==> src/rtl/instr_fetch_buffer.sv <==
// rtl/instr_fetch_buffer.sv - DEPTH-entry {pc, instr} queue between fetch and decode.
// Optional same-cycle empty-buffer bypass when IFB_BYPASS_EN is defined.
module instr_fetch_buffer #(
  parameter int XLEN  = 32,
  parameter int DEPTH = 4
) (
  input  logic                       clk,
  input  logic                       reset,
  input  logic                       flush,
  input  logic                       push_valid,
  output logic                       push_ready,
  input  logic [XLEN-1:0]            push_pc,
  input  logic [XLEN-1:0]            push_instr,
  output logic                       pop_valid,
  input  logic                       pop_ready,
  output logic [XLEN-1:0]            pop_pc,
  output logic [XLEN-1:0]            pop_instr,
  output logic [$clog2(DEPTH+1)-1:0] count,
  output logic [XLEN-1:0]            last_pc
);
  localparam int PW = $clog2(DEPTH);
  localparam int CW = $clog2(DEPTH + 1);

  logic [XLEN-1:0] pc_mem    [DEPTH];
  logic [XLEN-1:0] instr_mem [DEPTH];
  logic [PW-1:0]   rd_ptr, wr_ptr;
  logic [CW-1:0]   count_q;
  logic [XLEN-1:0] last_pc_q;
  logic            empty, full;
  logic            push_fire, pop_fire, bypass_fire, wr_en, rd_en;

  assign empty = (count_q == '0);
  assign full  = (count_q == CW'(DEPTH));

  always_comb begin
    push_ready = !full;
    pop_valid  = !empty;
    pop_pc     = empty ? '0 : pc_mem[rd_ptr];
    pop_instr  = empty ? '0 : instr_mem[rd_ptr];
`ifdef IFB_BYPASS_EN
    if (empty && !flush) begin
      pop_valid = push_valid;
      pop_pc    = push_pc;
      pop_instr = push_instr;
    end
`endif
  end

  assign push_fire = push_valid && push_ready && !flush;
  assign pop_fire  = pop_valid && pop_ready && !flush;
`ifdef IFB_BYPASS_EN
  // A word passed straight through to decode never occupies an entry.
  assign bypass_fire = empty && pop_fire;
`else
  assign bypass_fire = 1'b0;
`endif
  assign wr_en = push_fire && !bypass_fire;
  assign rd_en = pop_fire && !bypass_fire;

  always_ff @(posedge clk) begin
    if (wr_en && !reset) begin
      pc_mem[wr_ptr]    <= push_pc;
      instr_mem[wr_ptr] <= push_instr;
    end
  end

  always_ff @(posedge clk) begin
    if (reset) begin
      rd_ptr    <= '0;
      wr_ptr    <= '0;
      count_q   <= '0;
      last_pc_q <= '0;
    end else if (flush) begin
      rd_ptr  <= '0;
      wr_ptr  <= '0;
      count_q <= '0;
    end else begin
      if (wr_en) wr_ptr <= wr_ptr + 1'b1;
      if (rd_en) rd_ptr <= rd_ptr + 1'b1;
      case ({wr_en, rd_en})
        2'b10:   count_q <= count_q + 1'b1;
        2'b01:   count_q <= count_q - 1'b1;
        default: count_q <= count_q;
      endcase
      if (pop_fire) last_pc_q <= pop_pc;
    end
  end

  assign count   = count_q;
  assign last_pc = last_pc_q;
endmodule

==> config.mk <==
export PLATFORM = sky130hd
export DESIGN_NAME = instr_fetch_buffer
export DESIGN_NICKNAME = d
export VERILOG_FILES = /design/src/rtl/instr_fetch_buffer.sv
export SDC_FILE = /design/constraint.sdc
export NUM_CORES = 1
export LEC_CHECK = 0
export ABC_CLOCK_PERIOD_IN_PS = 2940
export BUFFER_PORTS_ARGS = -buffer_cell sky130_fd_sc_hd__buf_2
export CORE_UTILIZATION = 25
export CTS_BUF_LIST = sky130_fd_sc_hd__clkbuf_16
export CTS_CLUSTER_DIAMETER = 80
export DETAILED_ROUTE_END_ITERATION = 7
export MAX_ROUTING_LAYER = met4
export PLACE_DENSITY_LB_ADDON = 0.25
export SLEW_MARGIN = 10
export SYNTH_ARGS = -nofsm -noshare
export SYNTH_HDL_FRONTEND = slang
export SYNTH_SLANG_ARGS = --single-unit
==> constraint.sdc <==
create_clock -name clk -period 2.94 [get_ports clk]
set_clock_uncertainty 0.05 [all_clocks]
set_input_delay 0.588 -clock clk [delete_from_list [all_inputs] [get_ports clk]]
set_output_delay 0.588 -clock clk [all_outputs]
set_load 0.02 [all_outputs]
==> results.txt, run 1 <==
Count of buffers added by post-CTS timing repair for setup: 0
RSZ-0062 raised after global routing: false
Clock buffers created by TritonCTS: 35
Power density over the cells: 640 nW/µm²
Post-synthesis cell type count: 27
Site row count: 77
Area of the die: 45500 µm²
Combinational family with the most area after synthesis: multiplexers
Number of nets produced by synthesis: 608
Reg2Reg Setup Slack: 450 ps
Most common library cell in the layout ignoring fill and taps: sky130_fd_sc_hd__edfxtp_1
Remaining global-route overflow: 0
Maximum count of clock buffers along a single path: 3
Detailed Route WL: 23.7 mm
XOR/XNOR Fraction of Synth Area: 0.00314
CTS clock-pin slew for the worst setup and hold paths: 60 ps
Vias per cell: 4.14
CTS sink cnt: 297
Average detailed-routed wire length per instance: 17.7 µm
Max-slew violation count: 0
Worst Path Arrival: 2140 ps
Core Box Area: 44100 µm²
Share of the synthesized area in compound gates (AO/OA/AOI/OAI): 0.0319
Sort of element at the end of the critical path: primary output
Setup TNS: 0 ps
Final nets: 798
Crit path launch type: flop
1st-iter DRT viols: 273
Share of synthesized cell area in and, or, nand and nor gates: 0.0455
Wire length of the first global-routing pass: 35.5 mm
Commonest cells after routing, fill and taps aside: sky130_fd_sc_hd__edfxtp_1, sky130_fd_sc_hd__buf_2, sky130_fd_sc_hd__and2_1, sky130_fd_sc_hd__mux4_2, sky130_fd_sc_hd__dfxtp_1
TritonCTS clock tree: done
Run status: finished clean
Maximum operating frequency: 359 MHz
Area growth, synth to finish: 23.8%
Hold_ws: 225 ps
Number of flip-flops and latches in the synthesized netlist: 297
Global Route Usage Sum: 0.109
Initial standard-cell utilization of the core: 0.253
Final setup violation count: 0
Required time of the critical path: 2300 ps
Post-synthesis instance area: 11200 µm²
Leakage: 4.84 nW
Number of placed I/O pins: 170
Multiplexer share of the synthesized area: 0.131
Synthesized instance count: 533
Fin area: 13800 µm²
Largest vdd supply drop: 0.436 mV
Max-cap violations: 0
Worst slew margin relative to its limit: 0.424
Post-synthesis share of cell area spent on full adders, half adders and majority gates: 0.00740
Post-route clock period utilization: 0.946
Final standard cell utilization of the core: 0.313
Shortest period the worst path allows: 2780 ps
Worst skew pair latency: 520 ps
Initial antenna violation count: 3
Maximum number of pins on one net before global-route repair: 65
Die Y-Extent: 213 µm
Post-cts resize count: 0
Post-place instance area: 12800 µm²
Vias in the first global route: 5810
Routability cong.: 0.693
Cell at the root of the clock tree: sky130_fd_sc_hd__clkbuf_16
Count of endpoints failing hold in the final timing report: 0
Worst-path fanout max: 32
Filler cells: 4405
Horizontal die dimension: 213 µm
Share of final-layout standard cells stronger than drive strength 1: 0.399
Number of iterations in the first detailed-routing pass: 5
Path type of the worst setup path: flop to primary output
Average footprint of a synthesized cell: 20.9 µm²
Slew of the pin with the lowest slew margin: 865 ps
Half-perimeter wire length after detailed placement: 13.7 mm
Design Power: 8.84 mW
Number of buffers inserted by hold repair at cts: 0
Yosys warnings: 0
Seq/Total Area, Yosys: 0.763
Residual antenna-violating net count after detailed routing: 0
Number of DRC violations after detailed routing: 0
Count of port buffers added during placement: 169
HP Class: input pin to flop
CTS HTree Levels: 2
Via total after detailed routing: 5546
[layer usage]
metal,up-vias,GRT usage,share of wire
met4,0,0.0475,0.029
met1,2831,0.136,0.44
li1,2531,-,-
met5,-,-,0
met2,134,0.165,0.47
met3,50,0.0316,0.062
[cell usage after synthesis]
master,instances,area [µm²]
sky130_fd_sc_hd__a21oi_1,4,20.0
sky130_fd_sc_hd__a22o_1,32,280
sky130_fd_sc_hd__and2_1,64,400
sky130_fd_sc_hd__and3_1,4,25.0
sky130_fd_sc_hd__buf_2,13,65.1
sky130_fd_sc_hd__buf_6,5,56.3
sky130_fd_sc_hd__buf_8,2,30.0
sky130_fd_sc_hd__clkbuf_1,7,26.3
sky130_fd_sc_hd__clkbuf_2,1,5.00
sky130_fd_sc_hd__dfxtp_1,41,821
sky130_fd_sc_hd__edfxtp_1,256,7690
sky130_fd_sc_hd__fa_1,1,20.0
sky130_fd_sc_hd__ha_1,5,62.6
sky130_fd_sc_hd__inv_1,7,26.3
sky130_fd_sc_hd__mux4_1,4,105
sky130_fd_sc_hd__mux4_2,60,1350
sky130_fd_sc_hd__nand3_1,2,10.0
sky130_fd_sc_hd__nor2_1,9,33.8
sky130_fd_sc_hd__nor2_2,1,6.26
sky130_fd_sc_hd__nor3b_1,1,7.51
sky130_fd_sc_hd__o21ai_0,3,15.0
sky130_fd_sc_hd__o21ba_2,1,10.0
sky130_fd_sc_hd__o311ai_0,1,8.76
sky130_fd_sc_hd__o31ai_4,1,21.3
sky130_fd_sc_hd__or2_2,1,6.26
sky130_fd_sc_hd__or3_1,3,18.8
sky130_fd_sc_hd__xor2_1,4,35.0
[power breakdown]
group	internal, mW	switching [mW]
Combinational	0.123	0.193
Clock	2.26	1.63
Sequential	4.62	0.0124
[per-stage QoR]
step | cells | worst slack [ps]
6_report | 1340 | 158
5_1_grt | 1340 | 41.3
4_1_cts | 1339 | 77.7
3_5_place_dp | 1278 | 569
3_3_place_gp | 1278 | 608
2_1_floorplan | 533 | 23.0
[critical path, stage by stage, from the launching register on]
cell,delay [ps]
sky130_fd_sc_hd__dfxtp_4,370
sky130_fd_sc_hd__buf_12,260
sky130_fd_sc_hd__mux4_1,650
sky130_fd_sc_hd__and2_1,190
sky130_fd_sc_hd__buf_2,150
[state kept, by name, indices dropped and copies added, names as in the netlist, named ones only]
| register | cells |
|---|---|
| instr_mem | 128 |
| pc_mem | 128 |
| last_pc | 32 |
| count | 3 |
| rd_ptr | 2 |
| wr_ptr | 2 |
[cell families after synthesis]
logic type,Yosys count
flops,297
xor+xnor,4
fa+ha+maj,6
simple gates,85
mux,64
buf+inv,35
compound gates,42
[final cells by class]
cell class,instances,area [µm²],area share
multi-input combinational,201,2460,0.178
clock buffer,37,926,0.0670
tap,592,741,0.0536
inverter,7,26.3,0.00190
antenna,1,2.50,0.000181
timing repair buffer,181,1040,0.0750
clock inverter,24,108,0.00779
sequential,297,8520,0.616
[final timing paths]
path | cells past startpoint | startpoint | end
worst min register to register | 1 | last_pc[1]$_SDFFE_PP0P_ | last_pc[1]$_SDFFE_PP0P_
worst max-delay path | 4 | flop | pop_pc[15]
worst min-delay path | 1 | push_instr[20] | instr_mem[0][20]$_DFFE_PP_
worst max register to register | 8 | count[2]$_SDFFE_PP0P_ | count[2]$_SDFFE_PP0P_
No activity file was read; power rests on OpenSTA's default activity.
==> inputs of run 2 (changes only) <==
--- a/config.mk
+++ b/config.mk
@@ -5,6 +5,7 @@
 export SDC_FILE = /design/constraint.sdc
 export NUM_CORES = 1
 export LEC_CHECK = 0
+export ABC_AREA = 1
 export ABC_CLOCK_PERIOD_IN_PS = 2940
 export BUFFER_PORTS_ARGS = -buffer_cell sky130_fd_sc_hd__buf_2
 export CORE_UTILIZATION = 25
==> run 2 against run 1 <==
Compared with the run above:
- via count up 50%
- non-clock buffer count up 10
- final cell count up 50%
- largest cell class unchanged
- highest routed layer unchanged
- critical path type unchanged
==> results.txt, run 2 <==
Maximum operating frequency: 358 MHz
Remaining global-route overflow: 0
RSZ-0062 raised after global routing: false
Filler cells: 4962
R2r worst-path depth: 5
Initial standard-cell utilization of the core: 0.255
HP Class: input pin to flop
Vias in the first global route: 8334
Seq/Total Area, Yosys: 0.693
Global Route Usage Sum: 0.135
Final nets: 1437
Hold path startpoint: push_pc[10]
TritonCTS clock tree: done
Vias per cell: 4.16
Worst path buffer plus inverter count: 3
Share of synthesized cell area in and, or, nand and nor gates: 0.165
Family with the most delay on the worst path: buffers and inverters
Cell chain of the critical path: inv_4, buf_6, nand2_1, nand3_1, a21oi_1, buf_2
Post-route clock period utilization: 0.950
Largest area contributor in the netlist: sky130_fd_sc_hd__edfxtp_1
Area growth, synth to finish: 22.2%
Slew of the pin with the lowest slew margin: 723 ps
Count of port buffers added during placement: 169
Number of flip-flops and latches in the synthesized netlist: 297
1st-iter DRT viols: 533
CTS sink cnt: 297
R2R Path Start: count[1]$_SDFFE_PP0P_
Crit path max-delay cell type: sky130_fd_sc_hd__dfxtp_4
Routability cong.: 0.749
CTS HTree Levels: 2
Post-synthesis cell type count: 19
Run status: finished clean
Most common library cell in the layout ignoring fill and taps: sky130_fd_sc_hd__edfxtp_1
Cell at the root of the clock tree: sky130_fd_sc_hd__clkbuf_16
Commonest cells after routing, fill and taps aside: sky130_fd_sc_hd__edfxtp_1, sky130_fd_sc_hd__nand2_1, sky130_fd_sc_hd__nor2_1, sky130_fd_sc_hd__inv_1, sky130_fd_sc_hd__buf_2
Power density over the cells: 611 nW/µm²
Site row count: 80
Crit path launch type: flop
Die Y-Extent: 224 µm
Hold endpoint: pc_mem[3][10]$_DFFE_PP_
Share of final-layout standard cells stronger than drive strength 1: 0.177
Maximum number of pins on one net before global-route repair: 67
Number of nets produced by synthesis: 1266
Required time of the critical path: 2300 ps
Biggest area contributors in the synthesized netlist: sky130_fd_sc_hd__edfxtp_1, sky130_fd_sc_hd__nand2_1, sky130_fd_sc_hd__dfxtp_1
Number of buffers inserted by hold repair at cts: 0
Worst skew pair latency: 530 ps
Number of DRC violations after detailed routing: 0
Average footprint of a synthesized cell: 10.3 µm²
Residual antenna-violating net count after detailed routing: 0
Portion of synthesized cell area occupied by the leading cell type: 0.626
Core Box Area: 48000 µm²
Detailed Route WL: 32.2 mm
Final setup violation count: 0
Horizontal die dimension: 224 µm
Count of endpoints failing hold in the final timing report: 0
Combinational family with the most area after synthesis: simple AND/OR/NAND/NOR gates
Share of the synthesized area in compound gates (AO/OA/AOI/OAI): 0.0553
Largest vdd supply drop: 0.390 mV
Longest individual stage delay on the worst path: 470 ps
Worst reg2reg path endpoint: instr_mem[3][29]$_DFFE_PP_
Dominant synthesized flop cell: sky130_fd_sc_hd__edfxtp_1
Multiplexer share of the synthesized area: 0
Worst-path fanout max: 38
Design Power: 9.16 mW
Via total after detailed routing: 8346
Wire length of the first global-routing pass: 49.7 mm
Sort of element at the end of the critical path: primary output
Worst Path Arrival: 2160 ps
Synthesized instance count: 1191
Initial antenna violation count: 2
Yosys warnings: 0
Shortest period the worst path allows: 2790 ps
Post-synthesis instance area: 12300 µm²
Half-perimeter wire length after detailed placement: 19.8 mm
Top cells by instance count after synthesis: sky130_fd_sc_hd__edfxtp_1, sky130_fd_sc_hd__nand2_1, sky130_fd_sc_hd__nor2_1
EDFF count, synth: 256
Maximum count of clock buffers along a single path: 3
Leakage: 6.40 nW
CTS clock-pin slew for the worst setup and hold paths: 60 ps
Min-Delay Path Depth: 1
Clock buffers created by TritonCTS: 35
Number of iterations in the first detailed-routing pass: 5
Share of synthesized registers carrying an async set or reset: 0
Path type of the worst setup path: flop to primary output
Area of the die: 50000 µm²
Count leader, synth: sky130_fd_sc_hd__edfxtp_1
Worst slew margin relative to its limit: 0.518
Max-slew violation count: 0
Reg2Reg Setup Slack: 870 ps
Post-synthesis share of cell area spent on full adders, half adders and majority gates: 0.00673
Hold_ws: 219 ps
XOR/XNOR Fraction of Synth Area: 0
Number of placed I/O pins: 170
Max-cap violations: 0
Average detailed-routed wire length per instance: 16.1 µm
run 2: repair_timing:
item,in CTS,in global routing
setup buffers,1,0
gates resized for setup,0,3
endpoints found under the setup margin,3,7
run 2: power by group:
group / switching, mW / total (mW) / internal [mW]
clock network: 1.71 / 4.04 / 2.34
logic: 0.329 / 0.469 / 0.140
registers: 0.0181 / 4.65 / 4.63
total: 2.05 / 9.16 / 7.11
run 2: through the flow:
stage	area [µm²]	setup slack [ps]	setup TNS, ps	std cells	utilization
finish	15000	147	0	2005	0.312
global route	15000	33.9	0	2005	0.312
CTS	15000	43.3	0	2003	0.312
detailed placement	13900	341	0	1939	0.290
global placement	13900	334	0	1939	0.290
floorplan	12300	-333	-85190	1191	-
run 2: routing by layer:
metal  vias to the layer above  track usage  part of all wire
li1                       4201            -                 -
met1                      3911        0.178              0.47
met2                       187        0.213              0.46
met3                        47       0.0292             0.048
met4                         0       0.0327             0.017
met5                         -            -                 0
run 2: logic make-up (layout without fill, tap and decap cells):
kind of cell	count (synthesis)	in the layout
fa+ha+maj	6	6
flops	297	297
compound gates	135	135
simple gates	514	514
other cells	0	2
buf+inv	239	436
run 2: area by class of cell:
type / instances / area [µm²] / share of cell area
timing repair buffer: 191 / 1140 / 0.0763
multi-input combinational: 655 / 2820 / 0.188
antenna: 2 / 5.00 / 0.000334
clock buffer: 35 / 876 / 0.0584
sequential: 297 / 8520 / 0.568
tap: 615 / 769 / 0.0513
inverter: 182 / 687 / 0.0458
clock inverter: 28 / 176 / 0.0118
run 2: how the worst max path moves through the flow:
stage               cells past startpoint                         end  startpoint  slack [ps]
CTS                                     5               pop_instr[12]        flop          40
global placement                        5   instr_mem[3][2]$_DFFE_PP_       reset         330
global route                            6                  pop_pc[14]        flop          30
finish                                  6                  pop_pc[15]        flop         150
floorplan                               3   instr_mem[0][0]$_DFFE_PP_       reset        -330
detailed placement                      5  instr_mem[3][30]$_DFFE_PP_       flush         340
==> inputs of run 3 (changes only) <==
--- a/config.mk
+++ b/config.mk
@@ -13,7 +13,7 @@
 export CTS_CLUSTER_DIAMETER = 80
 export DETAILED_ROUTE_END_ITERATION = 7
 export MAX_ROUTING_LAYER = met4
-export PLACE_DENSITY_LB_ADDON = 0.25
+export PLACE_DENSITY_LB_ADDON = 0.3
 export SLEW_MARGIN = 10
 export SYNTH_ARGS = -nofsm -noshare
 export SYNTH_HDL_FRONTEND = slang
==> run 3 against run 2 <==
Compared with the run above:
- first-iteration DRC count shrank 28%
- clock power grew 1%
- register-to-register slack is essentially flat
- final area grew 0.21%
- core utilization grew 0.065 points
- setup slack gained 5.6 ps
- power grew 0.50%
- sequential share of layout area shrank 0.12 points
- sequential power is essentially flat
- final cell count grew 0.30%
- fmax grew 0.20%
- combinational power is essentially flat
- highest routed layer unchanged
==> results.txt, run 3 (synthesized netlist as in run 2, its figures left out) <==
Path type of the worst setup path: flop to primary output
Detailed Route WL: 31.5 mm
Clock buffers created by TritonCTS: 36
Area of the die: 50000 µm²
Sequential cell area: 8520 µm²
Multi-input combinational cell area: 2810 µm²
Min-Delay Path Depth: 1
Final setup violation count: 0
Worst skew pair latency: 530 ps
Site row count: 80
Family with the most delay on the worst path: buffers and inverters
Global Route Usage Sum: 0.130
Core Box Area: 48000 µm²
Commonest cells after routing, fill and taps aside: sky130_fd_sc_hd__edfxtp_1, sky130_fd_sc_hd__nand2_1, sky130_fd_sc_hd__nor2_1, sky130_fd_sc_hd__inv_1, sky130_fd_sc_hd__buf_2
Post-place instance area: 13900 µm²
Die Y-Extent: 224 µm
Most common library cell in the layout ignoring fill and taps: sky130_fd_sc_hd__edfxtp_1
Count of port buffers added during placement: 169
Residual antenna-violating net count after detailed routing: 0
Hold_ws: 220 ps
Worst slew margin relative to its limit: 0.514
Routability cong.: 0.765
RSZ-0062 raised after global routing: true
Crit path max-delay cell type: sky130_fd_sc_hd__dfxtp_4
Fin area: 15000 µm²
Initial antenna violation count: 2
Via total after detailed routing: 8346
Half-perimeter wire length after detailed placement: 19.4 mm
Post-route clock period utilization: 0.948
HP Class: input pin to flop
Number of DRC violations after detailed routing: 0
Final nets: 1441
Maximum count of clock buffers along a single path: 3
Maximum number of pins on one net before global-route repair: 71
Largest vdd supply drop: 0.370 mV
Max-cap violations: 0
CTS HTree Levels: 2
Number of buffers inserted by hold repair at cts: 0
Area growth, synth to finish: 22.4%
Number of placed I/O pins: 170
Leakage: 6.41 nW
Remaining global-route overflow: 0
Longest individual stage delay on the worst path: 350 ps
Max-slew violation count: 0
Count of buffers added by post-CTS timing repair for setup: 0
Horizontal die dimension: 224 µm
Stages on the worst setup path: 5
CTS sink cnt: 297
TritonCTS clock tree: done
Cell at the root of the clock tree: sky130_fd_sc_hd__clkbuf_16
Power density over the cells: 613 nW/µm²
R2r worst-path depth: 5
R2R Path Start: count[1]$_SDFFE_PP0P_
Slew of the pin with the lowest slew margin: 729 ps
Hold path startpoint: push_pc[22]
Number of iterations in the first detailed-routing pass: 4
Average detailed-routed wire length per instance: 15.6 µm
Worst-path fanout max: 19
Maximum operating frequency: 359 MHz
Vias per cell: 4.15
Initial standard-cell utilization of the core: 0.255
Vias in the first global route: 8093
Cell chain of the critical path: inv_2, buf_4, nand3_1, a21oi_1, buf_2
Count of endpoints failing hold in the final timing report: 0
Shortest period the worst path allows: 2790 ps
Share of final-layout standard cells stronger than drive strength 1: 0.183
CTS clock-pin slew for the worst setup and hold paths: 60 ps
Filler cells: 4963
Worst path buffer plus inverter count: 3
Required time of the critical path: 2300 ps
Worst Path Arrival: 2150 ps
Run status: finished clean
Crit path launch type: flop
1st-iter DRT viols: 385
Sort of element at the end of the critical path: primary output
Wire length of the first global-routing pass: 47.8 mm
==> run 3: cell count changes in the layout (fill, tap and decap cells not counted), sizes merged <==
cell,delta
buf,+3
bufinv,-1
clkbuf,+2
clkinv,+5
inv,-3
==> run 3: timing repair <==
| item | in CTS | in global routing |
|---|---|---|
| resized for setup | 0 | 0 |
| hold endpoints to repair | 0 | 0 |
| endpoints found under the setup margin | 0 | 1 |
==> run 3: path summary, 6_finish.rpt <==
kind / end / slack, ps
worst min register to register: last_pc[29]$_SDFFE_PP0P_ / 460
worst max register to register: instr_mem[1][7]$_DFFE_PP_ / 860
worst min-delay path: pc_mem[0][22]$_DFFE_PP_ / 220
worst max-delay path: pop_pc[18] / 150
==> run 3: where the power goes <==
part           switching, mW  internal [mW]  total [mW]
logic                  0.326          0.140       0.466
registers             0.0196           4.63        4.65
clock network           1.70           2.39        4.09
total                   2.05           7.16        9.21
==> run 3: per-layer routing <==
metal / track usage / vias to the layer above / part of all wire
li1: - / 4201 / -
met4: 0.0336 / 0 / 0.017
met5: - / - / 0
met1: 0.169 / 3947 / 0.47
met3: 0.0315 / 36 / 0.049
met2: 0.202 / 162 / 0.46
==> run 3: stage by stage <==
stage	TNS (ps)	std cells	utilization	power [mW]	worst slack [ps]
2_1_floorplan	-85190	1191	-	4.99	-333
3_3_place_gp	0	1943	0.290	5.21	621
3_5_place_dp	0	1943	0.290	5.21	614
4_1_cts	0	2009	0.313	9.37	31.5
5_1_grt	-50.7	2011	0.313	9.60	-50.7
6_report	0	2011	0.313	9.21	152
==> run 3: layout make-up <==
| type | instances | share of cell area |
|---|---|---|
| well taps | 615 | 0.0512 |
| clock buffers | 37 | 0.0616 |
| clock inverters | 29 | 0.0115 |
| inverters | 182 | 0.0456 |
| multi-input cells | 655 | 0.187 |
| flip-flops and latches | 297 | 0.567 |
| repair buffers | 194 | 0.0755 |
| diodes | 2 | 0.000333 |
